`config.mk`:
```
export PLATFORM = sky130hd
export DESIGN_NAME = axi_lite_master_flat
export DESIGN_NICKNAME = d
export VERILOG_FILES = /design/src/rtl/axi_lite_master_pkg.sv /design/src/rtl/axi_lite_master_if.sv /design/src/rtl/axi_lite_master.sv /design/src/flat_wrapper.sv
export SDC_FILE = /design/constraint.sdc
export NUM_CORES = 1
export LEC_CHECK = 0
export ABC_AREA = 1
export CORE_MARGIN = 8
export CORE_UTILIZATION = 43
export CTS_BUF_LIST = sky130_fd_sc_hd__clkbuf_4 sky130_fd_sc_hd__clkbuf_8
export DETAILED_ROUTE_END_ITERATION = 7
export GPL_TIMING_DRIVEN = 0
export PLACE_DENSITY = 0.89
export SETUP_SLACK_MARGIN = 0.4
export SYNTH_ARGS = -nofsm -noshare
export SYNTH_HDL_FRONTEND = slang
export SYNTH_SLANG_ARGS = --single-unit
```
`constraint.sdc`:
```
create_clock -name ACLK -period 8.95 [get_ports ACLK]
set_input_delay 1.79 -clock ACLK [delete_from_list [all_inputs] [get_ports ACLK]]
set_output_delay 1.79 -clock ACLK [all_outputs]
set_load 0.05 [all_outputs]
```
`src/rtl/axi_lite_master_pkg.sv`:
```
// rtl/axi_lite_master_pkg.sv - shared widths, response codes and FSM states for the AXI4-lite master
package axi_lite_master_pkg;

  localparam int AXI_ADDR_WIDTH = 32;
  localparam int AXI_DATA_WIDTH = 32;
  localparam int AXI_STRB_WIDTH = AXI_DATA_WIDTH / 8;

  localparam logic [1:0] RESP_OKAY   = 2'b00;
  localparam logic [1:0] RESP_EXOKAY = 2'b01;
  localparam logic [1:0] RESP_SLVERR = 2'b10;
  localparam logic [1:0] RESP_DECERR = 2'b11;

  typedef enum logic [2:0] {
    ST_IDLE,
    ST_WR_REQ,
    ST_WR_RESP,
    ST_RD_REQ,
    ST_RD_RESP
  } state_t;

  function automatic logic resp_is_err(input logic [1:0] resp);
    return (resp == RESP_SLVERR) || (resp == RESP_DECERR);
  endfunction

endpackage

```
`src/rtl/axi_lite_master_if.sv`:
```
// rtl/axi_lite_master_if.sv - request/response port plus AXI4-lite channels of the master
interface axi_lite_master_if
  import axi_lite_master_pkg::*;
#(
  parameter int ADDR_WIDTH = AXI_ADDR_WIDTH,
  parameter int DATA_WIDTH = AXI_DATA_WIDTH,
  parameter int STRB_WIDTH = DATA_WIDTH / 8
);

  logic                  req_valid;
  logic                  req_ready;
  logic                  req_write;
  logic [ADDR_WIDTH-1:0] req_addr;
  logic [DATA_WIDTH-1:0] req_wdata;
  logic [STRB_WIDTH-1:0] req_wstrb;
  logic                  rsp_valid;
  logic [DATA_WIDTH-1:0] rsp_rdata;
  logic                  rsp_err;

  logic                  AWVALID;
  logic                  AWREADY;
  logic [ADDR_WIDTH-1:0] AWADDR;
  logic [2:0]            AWPROT;
  logic                  WVALID;
  logic                  WREADY;
  logic [DATA_WIDTH-1:0] WDATA;
  logic [STRB_WIDTH-1:0] WSTRB;
  logic                  BVALID;
  logic                  BREADY;
  logic [1:0]            BRESP;
  logic                  ARVALID;
  logic                  ARREADY;
  logic [ADDR_WIDTH-1:0] ARADDR;
  logic [2:0]            ARPROT;
  logic                  RVALID;
  logic                  RREADY;
  logic [DATA_WIDTH-1:0] RDATA;
  logic [1:0]            RRESP;

  modport master (
    input  req_valid, req_write, req_addr, req_wdata, req_wstrb,
    output req_ready, rsp_valid, rsp_rdata, rsp_err,
    output AWVALID, AWADDR, AWPROT, input AWREADY,
    output WVALID, WDATA, WSTRB, input WREADY,
    input  BVALID, BRESP, output BREADY,
    output ARVALID, ARADDR, ARPROT, input ARREADY,
    input  RVALID, RDATA, RRESP, output RREADY
  );

  modport slave (
    output req_valid, req_write, req_addr, req_wdata, req_wstrb,
    input  req_ready, rsp_valid, rsp_rdata, rsp_err,
    input  AWVALID, AWADDR, AWPROT, output AWREADY,
    input  WVALID, WDATA, WSTRB, output WREADY,
    output BVALID, BRESP, input BREADY,
    input  ARVALID, ARADDR, ARPROT, output ARREADY,
    output RVALID, RDATA, RRESP, input RREADY
  );

endinterface

```
`src/rtl/axi_lite_master.sv`:
```
// rtl/axi_lite_master.sv - single-outstanding AXI4-lite initiator with one-cycle response pulse
module axi_lite_master
  import axi_lite_master_pkg::*;
#(
  parameter int         ADDR_WIDTH = AXI_ADDR_WIDTH,
  parameter int         DATA_WIDTH = AXI_DATA_WIDTH,
  parameter logic [2:0] PROT       = 3'b000
) (
  input logic               ACLK,
  input logic               ARESET,
  axi_lite_master_if.master bus
);

  localparam int STRB_WIDTH = DATA_WIDTH / 8;

  state_t                state_q, state_d;
  logic                  aw_valid_q, aw_valid_d;
  logic                  w_valid_q, w_valid_d;
  logic                  ar_valid_q, ar_valid_d;
  logic [ADDR_WIDTH-1:0] addr_q, addr_d;
  logic [DATA_WIDTH-1:0] wdata_q, wdata_d;
  logic [STRB_WIDTH-1:0] wstrb_q, wstrb_d;
  logic                  rsp_valid_q, rsp_valid_d;
  logic [DATA_WIDTH-1:0] rsp_rdata_q, rsp_rdata_d;
  logic                  rsp_err_q, rsp_err_d;
  logic                  aw_done, w_done;

  // A channel counts as done once its VALID has dropped or is handshaking now.
  assign aw_done = !aw_valid_q || bus.AWREADY;
  assign w_done  = !w_valid_q || bus.WREADY;

  always_comb begin
    state_d     = state_q;
    aw_valid_d  = aw_valid_q;
    w_valid_d   = w_valid_q;
    ar_valid_d  = ar_valid_q;
    addr_d      = addr_q;
    wdata_d     = wdata_q;
    wstrb_d     = wstrb_q;
    rsp_valid_d = 1'b0;
    rsp_rdata_d = rsp_rdata_q;
    rsp_err_d   = rsp_err_q;
    case (state_q)
      ST_IDLE: begin
        if (bus.req_valid) begin
          addr_d = bus.req_addr;
          if (bus.req_write) begin
            wdata_d    = bus.req_wdata;
            wstrb_d    = bus.req_wstrb;
            aw_valid_d = 1'b1;
            w_valid_d  = 1'b1;
            state_d    = ST_WR_REQ;
          end else begin
            ar_valid_d = 1'b1;
            state_d    = ST_RD_REQ;
          end
        end
      end
      ST_WR_REQ: begin
        if (aw_valid_q && bus.AWREADY) aw_valid_d = 1'b0;
        if (w_valid_q && bus.WREADY)   w_valid_d  = 1'b0;
        if (aw_done && w_done)         state_d    = ST_WR_RESP;
      end
      ST_WR_RESP: begin
        if (bus.BVALID) begin
          rsp_valid_d = 1'b1;
          rsp_err_d   = resp_is_err(bus.BRESP);
          rsp_rdata_d = '0;
          state_d     = ST_IDLE;
        end
      end
      ST_RD_REQ: begin
        // RREADY is already high here, so a slave answering with ARREADY+RVALID completes at once.
        if (bus.ARREADY) begin
          ar_valid_d = 1'b0;
          if (bus.RVALID) begin
            rsp_valid_d = 1'b1;
            rsp_err_d   = resp_is_err(bus.RRESP);
            rsp_rdata_d = bus.RDATA;
            state_d     = ST_IDLE;
          end else begin
            state_d = ST_RD_RESP;
          end
        end
      end
      ST_RD_RESP: begin
        if (bus.RVALID) begin
          rsp_valid_d = 1'b1;
          rsp_err_d   = resp_is_err(bus.RRESP);
          rsp_rdata_d = bus.RDATA;
          state_d     = ST_IDLE;
        end
      end
      default: state_d = ST_IDLE;
    endcase
  end

  always_ff @(posedge ACLK or posedge ARESET) begin
    if (ARESET) begin
      state_q     <= ST_IDLE;
      aw_valid_q  <= 1'b0;
      w_valid_q   <= 1'b0;
      ar_valid_q  <= 1'b0;
      addr_q      <= '0;
      wdata_q     <= '0;
      wstrb_q     <= '0;
      rsp_valid_q <= 1'b0;
      rsp_rdata_q <= '0;
      rsp_err_q   <= 1'b0;
    end else begin
      state_q     <= state_d;
      aw_valid_q  <= aw_valid_d;
      w_valid_q   <= w_valid_d;
      ar_valid_q  <= ar_valid_d;
      addr_q      <= addr_d;
      wdata_q     <= wdata_d;
      wstrb_q     <= wstrb_d;
      rsp_valid_q <= rsp_valid_d;
      rsp_rdata_q <= rsp_rdata_d;
      rsp_err_q   <= rsp_err_d;
    end
  end

  assign bus.req_ready = (state_q == ST_IDLE);
  assign bus.rsp_valid = rsp_valid_q;
  assign bus.rsp_rdata = rsp_rdata_q;
  assign bus.rsp_err   = rsp_err_q;

  assign bus.AWVALID = aw_valid_q;
  assign bus.AWADDR  = addr_q;
  assign bus.AWPROT  = PROT;
  assign bus.WVALID  = w_valid_q;
  assign bus.WDATA   = wdata_q;
  assign bus.WSTRB   = wstrb_q;
  assign bus.BREADY  = (state_q == ST_WR_RESP);
  assign bus.ARVALID = ar_valid_q;
  assign bus.ARADDR  = addr_q;
  assign bus.ARPROT  = PROT;
  assign bus.RREADY  = (state_q == ST_RD_REQ) || (state_q == ST_RD_RESP);

endmodule

```
`src/flat_wrapper.sv`:
```
// flat-port wrapper written by rule: the top's interface ports become plain ports
module axi_lite_master_flat import axi_lite_master_pkg::*;
#(
  parameter int         ADDR_WIDTH = AXI_ADDR_WIDTH,
  parameter int         DATA_WIDTH = AXI_DATA_WIDTH,
  parameter logic [2:0] PROT       = 3'b000
)
  (ACLK, ARESET, bus_req_valid, bus_req_write, bus_req_addr, bus_req_wdata, bus_req_wstrb, bus_req_ready, bus_rsp_valid, bus_rsp_rdata, bus_rsp_err, bus_AWVALID, bus_AWADDR, bus_AWPROT, bus_AWREADY, bus_WVALID, bus_WDATA, bus_WSTRB, bus_WREADY, bus_BVALID, bus_BRESP, bus_BREADY, bus_ARVALID, bus_ARADDR, bus_ARPROT, bus_ARREADY, bus_RVALID, bus_RDATA, bus_RRESP, bus_RREADY);
  axi_lite_master_if #(.ADDR_WIDTH(ADDR_WIDTH), .DATA_WIDTH(DATA_WIDTH)) bus_i ();
  input logic ACLK;
  input logic ARESET;
  input wire logic [$bits(bus_i.req_valid)-1:0] bus_req_valid;
  input wire logic [$bits(bus_i.req_write)-1:0] bus_req_write;
  input wire logic [$bits(bus_i.req_addr)-1:0] bus_req_addr;
  input wire logic [$bits(bus_i.req_wdata)-1:0] bus_req_wdata;
  input wire logic [$bits(bus_i.req_wstrb)-1:0] bus_req_wstrb;
  output wire logic [$bits(bus_i.req_ready)-1:0] bus_req_ready;
  output wire logic [$bits(bus_i.rsp_valid)-1:0] bus_rsp_valid;
  output wire logic [$bits(bus_i.rsp_rdata)-1:0] bus_rsp_rdata;
  output wire logic [$bits(bus_i.rsp_err)-1:0] bus_rsp_err;
  output wire logic [$bits(bus_i.AWVALID)-1:0] bus_AWVALID;
  output wire logic [$bits(bus_i.AWADDR)-1:0] bus_AWADDR;
  output wire logic [$bits(bus_i.AWPROT)-1:0] bus_AWPROT;
  input wire logic [$bits(bus_i.AWREADY)-1:0] bus_AWREADY;
  output wire logic [$bits(bus_i.WVALID)-1:0] bus_WVALID;
  output wire logic [$bits(bus_i.WDATA)-1:0] bus_WDATA;
  output wire logic [$bits(bus_i.WSTRB)-1:0] bus_WSTRB;
  input wire logic [$bits(bus_i.WREADY)-1:0] bus_WREADY;
  input wire logic [$bits(bus_i.BVALID)-1:0] bus_BVALID;
  input wire logic [$bits(bus_i.BRESP)-1:0] bus_BRESP;
  output wire logic [$bits(bus_i.BREADY)-1:0] bus_BREADY;
  output wire logic [$bits(bus_i.ARVALID)-1:0] bus_ARVALID;
  output wire logic [$bits(bus_i.ARADDR)-1:0] bus_ARADDR;
  output wire logic [$bits(bus_i.ARPROT)-1:0] bus_ARPROT;
  input wire logic [$bits(bus_i.ARREADY)-1:0] bus_ARREADY;
  input wire logic [$bits(bus_i.RVALID)-1:0] bus_RVALID;
  input wire logic [$bits(bus_i.RDATA)-1:0] bus_RDATA;
  input wire logic [$bits(bus_i.RRESP)-1:0] bus_RRESP;
  output wire logic [$bits(bus_i.RREADY)-1:0] bus_RREADY;
  assign bus_i.req_valid = bus_req_valid;
  assign bus_i.req_write = bus_req_write;
  assign bus_i.req_addr = bus_req_addr;
  assign bus_i.req_wdata = bus_req_wdata;
  assign bus_i.req_wstrb = bus_req_wstrb;
  assign bus_req_ready = bus_i.req_ready;
  assign bus_rsp_valid = bus_i.rsp_valid;
  assign bus_rsp_rdata = bus_i.rsp_rdata;
  assign bus_rsp_err = bus_i.rsp_err;
  assign bus_AWVALID = bus_i.AWVALID;
  assign bus_AWADDR = bus_i.AWADDR;
  assign bus_AWPROT = bus_i.AWPROT;
  assign bus_i.AWREADY = bus_AWREADY;
  assign bus_WVALID = bus_i.WVALID;
  assign bus_WDATA = bus_i.WDATA;
  assign bus_WSTRB = bus_i.WSTRB;
  assign bus_i.WREADY = bus_WREADY;
  assign bus_i.BVALID = bus_BVALID;
  assign bus_i.BRESP = bus_BRESP;
  assign bus_BREADY = bus_i.BREADY;
  assign bus_ARVALID = bus_i.ARVALID;
  assign bus_ARADDR = bus_i.ARADDR;
  assign bus_ARPROT = bus_i.ARPROT;
  assign bus_i.ARREADY = bus_ARREADY;
  assign bus_i.RVALID = bus_RVALID;
  assign bus_i.RDATA = bus_RDATA;
  assign bus_i.RRESP = bus_RRESP;
  assign bus_RREADY = bus_i.RREADY;
  axi_lite_master #(.ADDR_WIDTH(ADDR_WIDTH), .DATA_WIDTH(DATA_WIDTH), .PROT(PROT)) u_core (.ACLK(ACLK), .ARESET(ARESET), .bus(bus_i));
endmodule
```
# Yosys cells after proc, flatten, opt, wreduce, memory -nomap -nowiden
# Index checks and enable logic that the tools add are counted.
dict set report op_classes {
  n_lt_le_gt_ge 0
  eq_ne 17
  n_div 0
  n_reduce_logical 21
  shift 0
  mul 0
  addsub 0
  bitwise_logic 0
  n_mux 30
}
# op n
set op_table {}
lappend op_table {{$mux W32} 3}
lappend op_table {{$pmux W32 S3} 1}
lappend op_table {{$mux W3} 6}
lappend op_table {{$pmux W3 S5} 1}
lappend op_table {{$mux W1} 13}
lappend op_table {{$ne A2 B2 Y1 const B} 6}
lappend op_table {{$reduce_and A4 Y1} 3}
lappend op_table {{$eq A2 B2 Y1 const B} 4}
lappend op_table {{$eq A3 B2 Y1 const B} 2}
lappend op_table {{$ne A2 B1 Y1 const B} 3}
lappend op_table {{$pmux W1 S2} 3}
lappend op_table {{$pmux W1 S3} 2}
lappend op_table {{$reduce_and A3 Y1} 2}
lappend op_table {{$logic_or A1 B1 Y1} 5}
lappend op_table {{$reduce_and A5 Y1} 1}
lappend op_table {{$reduce_bool A2 Y1} 2}
lappend op_table {{$eq A3 B1 Y1 const B} 1}
lappend op_table {{$eq A3 B3 Y1 const B} 1}
lappend op_table {{$logic_and A1 B1 Y1} 3}
lappend op_table {{$logic_not A3 Y1} 1}
lappend op_table {{$reduce_bool A3 Y1} 1}
lappend op_table {{$logic_not A1 Y1} 2}
lappend op_table {{$mux W2} 1}
lappend op_table {{$reduce_and A2 Y1} 1}
dict set report totals {
  mem_count 0
  romBits 0
  latchBits 0
  input_bits 113
  ramBits 0
  ff_bits 108
}

# Logic depth before layout (Yosys ltp)
dict set report logic_depth {
  word_depth 5
  mapped_depth 10
  depth_no_buf 8
}

# Worst setup path before layout
# No wires, ideal clock.
dict set report synth_path {
  path_type {register -> output}
  from {register u_core.state_q[2]}
  to {output port bus_BREADY}
  path_buffers 0
  t_required_ps 7160
  stages_incl_launch_ff 2
  setup_slack_ps 5561
  t_arrival_ps 1599
  path_cell_list {dfrtp_1 -> nor3_1}
}
dict set report synth_via {
  elab_chain_len 1
}
# item line_no
set synth_rtl {}
lappend synth_rtl {{from (decl)} axi_lite_master.sv:16} ;# state_t state_q, state_d;
lappend synth_rtl {{from (signal assigned)} axi_lite_master.sv:111} ;# state_q <= state_d;
lappend synth_rtl {{$eq A3 B2 Y1} axi_lite_master.sv:135} ;# assign bus.BREADY = (state_q == ST_WR_RESP);
lappend synth_rtl {{to (decl)} flat_wrapper.sv:31} ;# output wire logic [$bits(bus_i.BREADY)-1:0] bus_BREADY;
# No other way between the ends.

# Final worst setup path
dict set report layout_path {
  from {register u_core.state_q[0]}
  to {output port bus_RREADY}
}
dict set report layout_via {
  elab_chain_len 2
}
# item line_no
set layout_rtl {}
lappend layout_rtl {{$eq A3 B2 Y1 / $eq A3 B3 Y1 (equally long branches)} axi_lite_master.sv:139} ;# assign bus.RREADY = (state_q == ST_RD_REQ) || (state_q == ST_RD_RESP);
lappend layout_rtl {{$logic_or A1 B1 Y1 *} axi_lite_master.sv:139}
lappend layout_rtl {{to (decl)} flat_wrapper.sv:39} ;# output wire logic [$bits(bus_i.RREADY)-1:0] bus_RREADY;
# Every way passes the cells marked *; elsewhere a longest branch is shown, timed or not.

==> flow_metrics.env <==
export IMPL_ys_ff_latch=108
export IMPL_diodes=0
export IMPL_multi_input_area_um2=1450
export IMPL_initial_core_util=0.444
export IMPL_synth_distinct_cells=19
export IMPL_path_buf_inv=1
export IMPL_drtIter0Drc=247
export IMPL_grt_pass1_vias=4716
export IMPL_critPathRequiredTime_ns=7.16
export IMPL_grt_pass1_wl_um=23900
export IMPL_clock_tree_buffer_depth=2
export IMPL_portBuffers=250
export IMPL_criticalPathCategory="register to primary output"
export IMPL_ios=259
export IMPL_worst_setup_path_start_kind="register"
export IMPL_fin_crit_sh=0.437
export IMPL_design_area_um2=7530
export IMPL_nNetsFinal=921
export IMPL_wl_um=15000
export IMPL_areaGrowthSynthToFinish_pct=63.5
export IMPL_peakVddDrop_mv=0.325
export IMPL_synthFlopType="dfrtp_1"
export IMPL_die_area_um2=14300
export IMPL_placed_area_um2=7330
export IMPL_end_kind="primary output"
export IMPL_cts_root_buf="clkbuf_8"
export IMPL_clk_pin_slew_ns=0.09
export IMPL_cts_buffers=9
export IMPL_grt_overflow_total=0
export IMPL_grt_antenna_before_repair=0
export IMPL_finalWeightedCongestion=0.856
export IMPL_yosysSeqAreaShare=0.587
export IMPL_rsz0062_at_grt="false"
export IMPL_cp_slowest_cell="clkdlybuf4s50_1"
export IMPL_power_total_mw=3.09
export IMPL_via_per_inst=4.64
export IMPL_drive_gt1_frac=0.0959
export IMPL_synth_cells=541
export IMPL_status="finished clean"
export IMPL_fp_row_count=37
export IMPL_cts_sinks=108
export IMPL_grt_total_usage=0.207
export IMPL_cts_tree="built"
export IMPL_hold_path_class="register to register"
export IMPL_regArea_um2=2700
export IMPL_fp_dieH_um=119
export IMPL_cp_arrival_ns=2.12
export IMPL_hold_viol_final=0
export IMPL_wl_per_cell_um=15.8
export IMPL_setup_viol=0
export IMPL_fillerInstances=753
export IMPL_syn_avg_cell_area_um2=8.51
export IMPL_core_area_um2=10400
export IMPL_vias=4402
export IMPL_crit_chain="nor2_1 -> nand2_1 -> nand2_1 -> clkdlybuf4s50_1"
export IMPL_clock_latency_ns=0.35
export IMPL_post_cts_buffers=0
export IMPL_fmax_mhz=256
export IMPL_cts_hold_buf=0
export IMPL_drc=0
export IMPL_ant_nets=0
export IMPL_ctsResizeCount=0
export IMPL_first_pass_iters=4
export IMPL_path_common_cell="nand2_1"
export IMPL_max_stage_delay_ns=0.83
export IMPL_dieWidth_um=119
export IMPL_h_tree_depth=3
export IMPL_yosys_warnings=0
export IMPL_fin_crit_ns=3.91
export IMPL_synthArstFlopShare=1.00
export IMPL_cp_max_fo=7
export IMPL_final_setup_tns_ns=0
export IMPL_grt_max_degree=75
export IMPL_syn_area_um2=4600
export IMPL_relSlewSlack=0.624
export IMPL_power_leakage_nw=3.82
export IMPL_critPathTopFamily="buffers and inverters"
export IMPL_finalMaxSlewViolations=0
export IMPL_tightest_slew_ns=0.563
export IMPL_drv_cap=0
export IMPL_dp_hpwl_um=12300
export IMPL_fin_skew_ns=0.0174
export IMPL_power_density_nw_per_um2=411
export IMPL_synth_enable_flop_cells=0
registers in the layout (all words and copies together) (netlist names):
| signal | cells |
|---|---|
| u_core.bus.rsp_rdata | 32 |
| u_core.bus.WVALID | 1 |
| u_core.bus.ARVALID | 1 |
| u_core.bus.WDATA | 32 |
| u_core.bus.rsp_err | 1 |
| u_core.bus.ARADDR | 32 |
| u_core.bus.WSTRB | 4 |
| u_core.state_q | 3 |
| u_core.bus.rsp_valid | 1 |
| u_core.bus.AWVALID | 1 |
cell usage in the layout (no fill, tap or decap):
master,synthesis,layout
clkinvlp_4,0,3
nor2_4,1,1
clkdlybuf4s50_1,0,250
nor2_1,6,6
clkbuf_4,0,2
dfrtp_1,108,108
buf_1,3,3
clkbuf_8,0,9
buf_6,2,2
buf_2,13,13
clkbuf_1,3,3
conb_1,1,6
buf_4,39,39
inv_2,3,3
nand2_1,297,297
buf_16,0,1
inv_4,0,1
inv_6,0,1
nand4_1,2,2
nor2_8,1,1
nand2_4,1,1
o21bai_1,1,1
nand3_1,43,43
nor3_1,1,1
bufinv_16,0,1
inv_1,15,14
a21boi_0,1,1
report_power, final:
group | internal (mW) | switching, mW
clock | 0.137 | 0.162
combinational | 0.663 | 1.32
sequential | 0.676 | 0.132
kinds of logic after synthesis:
logic type             Yosys count  share of synthesized area
buffers and inverters           78                      0.102
AND/OR/NAND/NOR                352                      0.307
flip-flops                     108                      0.587
AO/OA/AOI/OAI                    2                    0.00326
other                            1                   0.000814
metal layers:
layer  routed length, um  global-route usage
met1                5400               0.213
met2                7760               0.380
met3                1410              0.0742
met4                 401              0.0710
met5                   0                   0
per-stage QoR:
stage	worst slack (ns)	hold slack (ns)	utilization	cells
global placement	2.83	0.453	0.704	932
finish	5.04	0.481	0.726	949
floorplan	4.31	0.636	-	546
detailed placement	5.39	0.461	0.706	933
global route	4.93	0.496	0.726	949
CTS	5.01	0.485	0.726	949
worst paths after layout:
check / from / endpoint / slack [ns] / cells past startpoint
worst max-delay path: u_core.state_q[0]$_DFFE_PP0P_ / bus_RREADY / 5.04 / 4
worst min-delay path: u_core.bus.WDATA[30]$_DFFE_PP0P_ / u_core.bus.WDATA[30]$_DFFE_PP0P_ / 0.48 / 2
worst max register to register: u_core.state_q[0]$_DFFE_PP0P_ / u_core.bus.rsp_rdata[0]$_DFFE_PP0P_ / 7.28 / 7
worst min register to register: u_core.bus.WDATA[30]$_DFFE_PP0P_ / u_core.bus.WDATA[30]$_DFFE_PP0P_ / 0.48 / 2
max in group asynchronous: ARESET / u_core.state_q[1]$_DFFE_PP0P_ / 6.40 / 3
min in group asynchronous: ARESET / u_core.bus.WDATA[21]$_DFFE_PP0P_ / 1.82 / 2
synthesized netlist by cell type (2+ instances only):
library cell	count	share of area
buf_1	3	0.0024
buf_2	13	0.014
buf_4	39	0.064
buf_6	2	0.0049
clkbuf_1	3	0.0024
dfrtp_1	108	0.59
inv_1	15	0.012
inv_2	3	0.0024
nand2_1	297	0.24
nand3_1	43	0.047
nand4_1	2	0.0027
nor2_1	6	0.0049
tightest hold or removal path, cell delays in order (launching register included):
cell and delay, ns:
dfrtp_1 0.35, nand2_1 0.05, nand2_1 0.05
final cells by class:
class,count,area share
Inverter,18,0.00931
Tap cell,136,0.0226
Timing Repair Buffer,251,0.336
Clock inverter,5,0.00815
Multi-Input combinational cell,360,0.193
Clock buffer,11,0.0185
Sequential cell,108,0.359
Buffer,60,0.0535
(Power assumes the default switching activity.)
